[src/rtl/inert_pkg.sv]
// Shared types and SPI command words for the inertial-sensor yaw readout sequencer.
package inert_pkg;

  typedef enum logic [2:0] {
    PWRUP,
    INIT1,
    INIT2,
    INIT3,
    IDLE,
    YAWL,
    YAWH
  } state_t;

  // Command word layout: [15] read, [14:8] register address, [7:0] write data
  localparam logic [15:0] CMD_INIT1 = 16'h0D02;  // data-ready interrupt enable
  localparam logic [15:0] CMD_INIT2 = 16'h1160;  // gyro output data rate
  localparam logic [15:0] CMD_INIT3 = 16'h1440;  // rounding mode
  localparam logic [15:0] CMD_YAWL  = 16'hA600;  // read yaw rate low byte
  localparam logic [15:0] CMD_YAWH  = 16'hA700;  // read yaw rate high byte

endpackage

[src/rtl/inert_spi_seq_if.sv]
// Handshake between the sequencer and the SPI master: request/command out, completion/read data back.
interface inert_spi_seq_if;
  logic        wrt;
  logic [15:0] cmd;
  logic        done;
  logic [15:0] inert_data;

  modport master (output wrt, output cmd, input done, input inert_data);
  modport slave  (input wrt, input cmd, output done, output inert_data);
endinterface

[src/rtl/int_sync.sv]
// Two-flop synchronizer bringing the sensor's data-ready interrupt into the clk domain.
module int_sync (
  input  logic clk,
  input  logic rst,
  input  logic async_in,
  output logic sync_out
);

  logic [1:0] sync_reg;

  always_ff @(posedge clk or posedge rst) begin
    if (rst) begin
      sync_reg <= '0;
    end else begin
      sync_reg <= {sync_reg[0], async_in};
    end
  end

  assign sync_out = sync_reg[1];

endmodule

[src/rtl/inert_spi_seq.sv]
// Sensor bring-up and yaw-rate readout: waits out power-up, writes three config registers,
// then reads the 16-bit yaw rate (low byte, then high byte) on every data-ready interrupt.
module inert_spi_seq
  import inert_pkg::*;
#(
  parameter int FAST_SIM = 1
) (
  input  logic                    clk,
  input  logic                    rst,
  input  logic                    INT,
  inert_spi_seq_if.master         spi,
  output logic [15:0]             yaw_rt,
  output logic                    vld
);

  localparam logic [15:0] PWR_TC = (FAST_SIM != 0) ? 16'h03FF : 16'hFFFF;

  state_t      state_reg;
  logic [15:0] pwr_cnt_reg;
  logic        wrt_reg;
  logic        vld_reg;
  logic [15:0] cmd_reg;
  logic [15:0] yaw_rt_reg;
  logic [7:0]  low_byte_reg;
  logic        int_synced;
  logic        xfer_done;
  logic        unused_data_hi;

  int_sync u_int_sync (
    .clk      (clk),
    .rst      (rst),
    .async_in (INT),
    .sync_out (int_synced)
  );

  // A done arriving alongside the request cannot belong to the new transaction.
  assign xfer_done      = spi.done && !wrt_reg;
  assign unused_data_hi = ^spi.inert_data[15:8];

  always_ff @(posedge clk or posedge rst) begin
    if (rst) begin
      state_reg    <= PWRUP;
      pwr_cnt_reg  <= '0;
      wrt_reg      <= 1'b0;
      vld_reg      <= 1'b0;
      cmd_reg      <= '0;
      yaw_rt_reg   <= '0;
      low_byte_reg <= '0;
    end else begin
      wrt_reg <= 1'b0;
      vld_reg <= 1'b0;
      case (state_reg)
        PWRUP: begin
          // Counter parks at terminal count, so it can never wrap
          if (pwr_cnt_reg == PWR_TC) begin
            state_reg <= INIT1;
            wrt_reg   <= 1'b1;
            cmd_reg   <= CMD_INIT1;
          end else begin
            pwr_cnt_reg <= pwr_cnt_reg + 16'd1;
          end
        end
        INIT1: if (xfer_done) begin
          state_reg <= INIT2;
          wrt_reg   <= 1'b1;
          cmd_reg   <= CMD_INIT2;
        end
        INIT2: if (xfer_done) begin
          state_reg <= INIT3;
          wrt_reg   <= 1'b1;
          cmd_reg   <= CMD_INIT3;
        end
        INIT3: if (xfer_done) begin
          state_reg <= IDLE;
        end
        IDLE: if (int_synced) begin
          state_reg <= YAWL;
          wrt_reg   <= 1'b1;
          cmd_reg   <= CMD_YAWL;
        end
        YAWL: if (xfer_done) begin
          low_byte_reg <= spi.inert_data[7:0];
          state_reg    <= YAWH;
          wrt_reg      <= 1'b1;
          cmd_reg      <= CMD_YAWH;
        end
        YAWH: if (xfer_done) begin
          yaw_rt_reg <= {spi.inert_data[7:0], low_byte_reg};
          vld_reg    <= 1'b1;
          state_reg  <= IDLE;
        end
        default: state_reg <= PWRUP;
      endcase
    end
  end

  assign spi.wrt = wrt_reg;
  assign spi.cmd = cmd_reg;
  assign yaw_rt  = yaw_rt_reg;
  assign vld     = vld_reg;

endmodule

[src/flat_wrapper.sv]
// flat-port wrapper written by rule: the top's interface ports become plain ports
module inert_spi_seq_flat import inert_pkg::*;
#(
  parameter int FAST_SIM = 1
)
  (clk, rst, INT, yaw_rt, vld, spi_wrt, spi_cmd, spi_done, spi_inert_data);
  inert_spi_seq_if spi_i ();
  input  logic clk;
  input  logic rst;
  input  logic INT;
  output logic [15:0] yaw_rt;
  output logic vld;
  output wire logic [$bits(spi_i.wrt)-1:0] spi_wrt;
  output wire logic [$bits(spi_i.cmd)-1:0] spi_cmd;
  input wire logic [$bits(spi_i.done)-1:0] spi_done;
  input wire logic [$bits(spi_i.inert_data)-1:0] spi_inert_data;
  assign spi_wrt = spi_i.wrt;
  assign spi_cmd = spi_i.cmd;
  assign spi_i.done = spi_done;
  assign spi_i.inert_data = spi_inert_data;
  inert_spi_seq #(.FAST_SIM(FAST_SIM)) u_core (.clk(clk), .rst(rst), .INT(INT), .spi(spi_i), .yaw_rt(yaw_rt), .vld(vld));
endmodule
[config.mk]
export PLATFORM = sky130hd
export DESIGN_NAME = inert_spi_seq_flat
export DESIGN_NICKNAME = d
export VERILOG_FILES = /design/src/rtl/inert_pkg.sv /design/src/rtl/inert_spi_seq_if.sv /design/src/rtl/int_sync.sv /design/src/rtl/inert_spi_seq.sv /design/src/flat_wrapper.sv
export SDC_FILE = /design/constraint.sdc
export NUM_CORES = 1
export LEC_CHECK = 0
export ABC_CLOCK_PERIOD_IN_PS = 3350
export CORE_ASPECT_RATIO = 0.8
export CORE_MARGIN = 3
export CORE_UTILIZATION = 54
export CTS_CLUSTER_SIZE = 20
export DETAILED_ROUTE_END_ITERATION = 12
export MAX_ROUTING_LAYER = met4
export PLACE_DENSITY = 0.85
export SLEW_MARGIN = 20
export SYNTH_ARGS = -nofsm -noshare
export SYNTH_HDL_FRONTEND = slang
export SYNTH_SLANG_ARGS = --single-unit
[constraint.sdc]
create_clock -name clk -period 3.35 [get_ports clk]
set_input_delay 0.67 -clock clk [delete_from_list [all_inputs] [get_ports clk]]
set_output_delay 0.67 -clock clk [all_outputs]
set_load 0.01 [all_outputs]
==> flow_summary.ini <==
[synth]
synth_common_cells = 53 x dfrtp_1, 25 x mux2_2, 13 x xnor2_1, 12 x buf_4, 9 x nand2_1
yosys_warnings = 0
synth_cell_types = 43
async_reset_ff_frac = 1.00
synth_largest_area_cell = dfrtp_1
synth_top_area_frac = 0.548
synth_enable_flop_cells = 0
synth-seq-cells = 53
synth_area_sq_um = 2420
synthTopCellsByArea = dfrtp_1 55%, mux2_2 12%, xnor2_1 4.7%
syn_inst = 187
ys_seq_area_frac = 0.548
avgSynthCellArea_sq_um = 12.9
yosysMostFrequentCell = dfrtp_1
synth_top_flop_cell = dfrtp_1

[status]
outcome = finished clean

[clocking]
root_buffer = clkbuf_8
path_clk_slew_ps = 90
clock_sinks = 53
cts_resized = 0
cts_buffers = 5
cts_hold_buf = 0
post_cts_buffers = 0
clock_latency_ps = 320
h-tree-depth = 2
clk_path_buf_depth = 2
cts_tree = built

[global_route]
grt_max_degree = 27
grt-ovfl-total = 0
grt_antenna_before_repair = 0
grt_pass1_vias = 1452
grt_pass1_wl_um = 6910
grt_usage = 0.176

[routing]
wl_per_cell_um = 14.9
drt_iter0_drc = 92
drt_pass1_iterations = 4
drc = 0
ant_nets = 0
via_per_inst = 5.37
totalWireLength_um = 4190
vias = 1513

[timing]
setup_violations = 0
period_needed_ps = 2340
slew_headroom = 0.527
hold_viol_final = 0
fmax_mhz = 428
fin_crit_sh = 0.698
rsz0062_at_grt = no
worst_slew_pin_slew_ps = 707
setup-tns-final_ps = 0
drv_slew = 0
clock_skew_ps = 11.1

[setup_path]
crit_chain = clkdlybuf4s50_1, and2b_2, nand2_1, nor3b_2, mux2_2
critPathMaxFanout = 8
path_buf_inv = 1
cp-start-kind = primary input
critical_path_required_ps = 3560
end_kind = flip-flop
slowest_stage = nor3b_2
cp.arrival_ps = 2540
path_class = in2reg
crit_family = simple AND/OR/NAND/NOR gates
r2r_setup_slack_ps = 1350
slowest_delay_ps = 640

[die]
die_h_um = 65.9
initial_core_util = 0.569
die_w_um = 80.9
ioPinCount = 54
die_area_sq_um = 5330
design.core.area_sq_um = 4260
rows = 21

[run]
max_cap_violations = 0

[place]
globalplace.congestion = 0.863
hpwl_um = 3000
io_buffers = 39
placed_area_sq_um = 2800

[cells_and_area]
syn2layout_area_growth_pct = 19.2
fillers = 310
post-route-util = 0.678
drive_gt1_frac = 0.222
fin_area_sq_um = 2890
fin_nets = 245
diodes = 0

[power]
power_density_nw_per_um2 = 830
ir_drop_uv = 433
leakage_uw = 0.00128

[min_path]
min_path_type = reg2reg
## metrics by stage
stage / instances / hold slack [ps] / total power, uW / worst slack (ps)
2_1_floorplan: 192 / 331 / 1690 / 1390
3_3_place_gp: 274 / 368 / 2010 / 713
3_5_place_dp: 274 / 370 / 2060 / 707
4_1_cts: 282 / 388 / 2420 / 1010
5_1_grt: 282 / 399 / 2550 / 925
6_report: 282 / 401 / 2400 / 1010
## worst register-to-register path, stage by stage, from the launching register on
cell	delay [ps]
dfrtp_1	780
nor3b_2	710
mux2_2	410
## cell usage in the layout, fill, tap and decap left out, types with 2 or more instances in the layout
master,count
clkdlybuf4s50_1,39
mux2_2,25
a2bb2oi_1,2
nand2_1,9
nand3_1,5
dfrtp_1,53
xor2_1,3
clkbuf_8,5
nor3b_2,2
clkinvlp_4,2
xnor2_1,13
buf_4,3
nor2_1,6
nand4_1,6
nand2b_1,3
and4_1,2
and3_1,6
a21oi_1,6
o21a_1,2
inv_1,3
conb_1,6
nor3_4,2
## final timing paths
path	startpoint	endpoint	cells after the start
max	spi_done	u_core.low_byte_reg[5]	5
min	u_core.u_int_sync.sync_reg[0]	u_core.u_int_sync.sync_reg[1]	0
max reg2reg	u_core.state_reg[0]	u_core.low_byte_reg[5]	2
min reg2reg	u_core.u_int_sync.sync_reg[0]	u_core.u_int_sync.sync_reg[1]	0
max in group asynchronous	rst	u_core.u_int_sync.sync_reg[1]	3
min in group asynchronous	rst	u_core.pwr_cnt_reg[13]	2
## logic make-up after synthesis
kind of cell | synth area share
adder cells (fa/ha/maj) | 0.00930
buffers and inverters | 0.0579
AO/OA/AOI/OAI | 0.0574
AND/OR/NAND/NOR | 0.152
flip-flops | 0.548
multiplexers | 0.116
other | 0.00155
XOR/XNOR | 0.0579
## area by class of cell
cell class / count / area [sq um] / share of cell area
Sequential cell: 53 / 1330 / 0.459
Multi-Input combinational cell: 118 / 973 / 0.337
Timing Repair Buffer: 42 / 413 / 0.143
Clock buffer: 6 / 72.6 / 0.0251
Tap cell: 57 / 71.3 / 0.0247
Clock inverter: 2 / 15.0 / 0.00520
Inverter: 4 / 15.0 / 0.00520
## where the power goes
part / internal, uW / leakage [uW] / switching, uW
sequential: 866 / 0.000682 / 207
combinational: 573 / 0.000564 / 388
clock: 148 / 0.0000374 / 213
## routing by layer
metal,track usage,vias to the layer above,routed length (um),part of all wire
li1,-,715,-,-
met1,0.225,759,1850,0.44
met2,0.279,35,2100,0.50
met3,0.0368,4,183,0.044
met4,0.0675,0,55,0.013
met5,-,-,0,0
No activity file was read; power rests on OpenSTA's default activity.
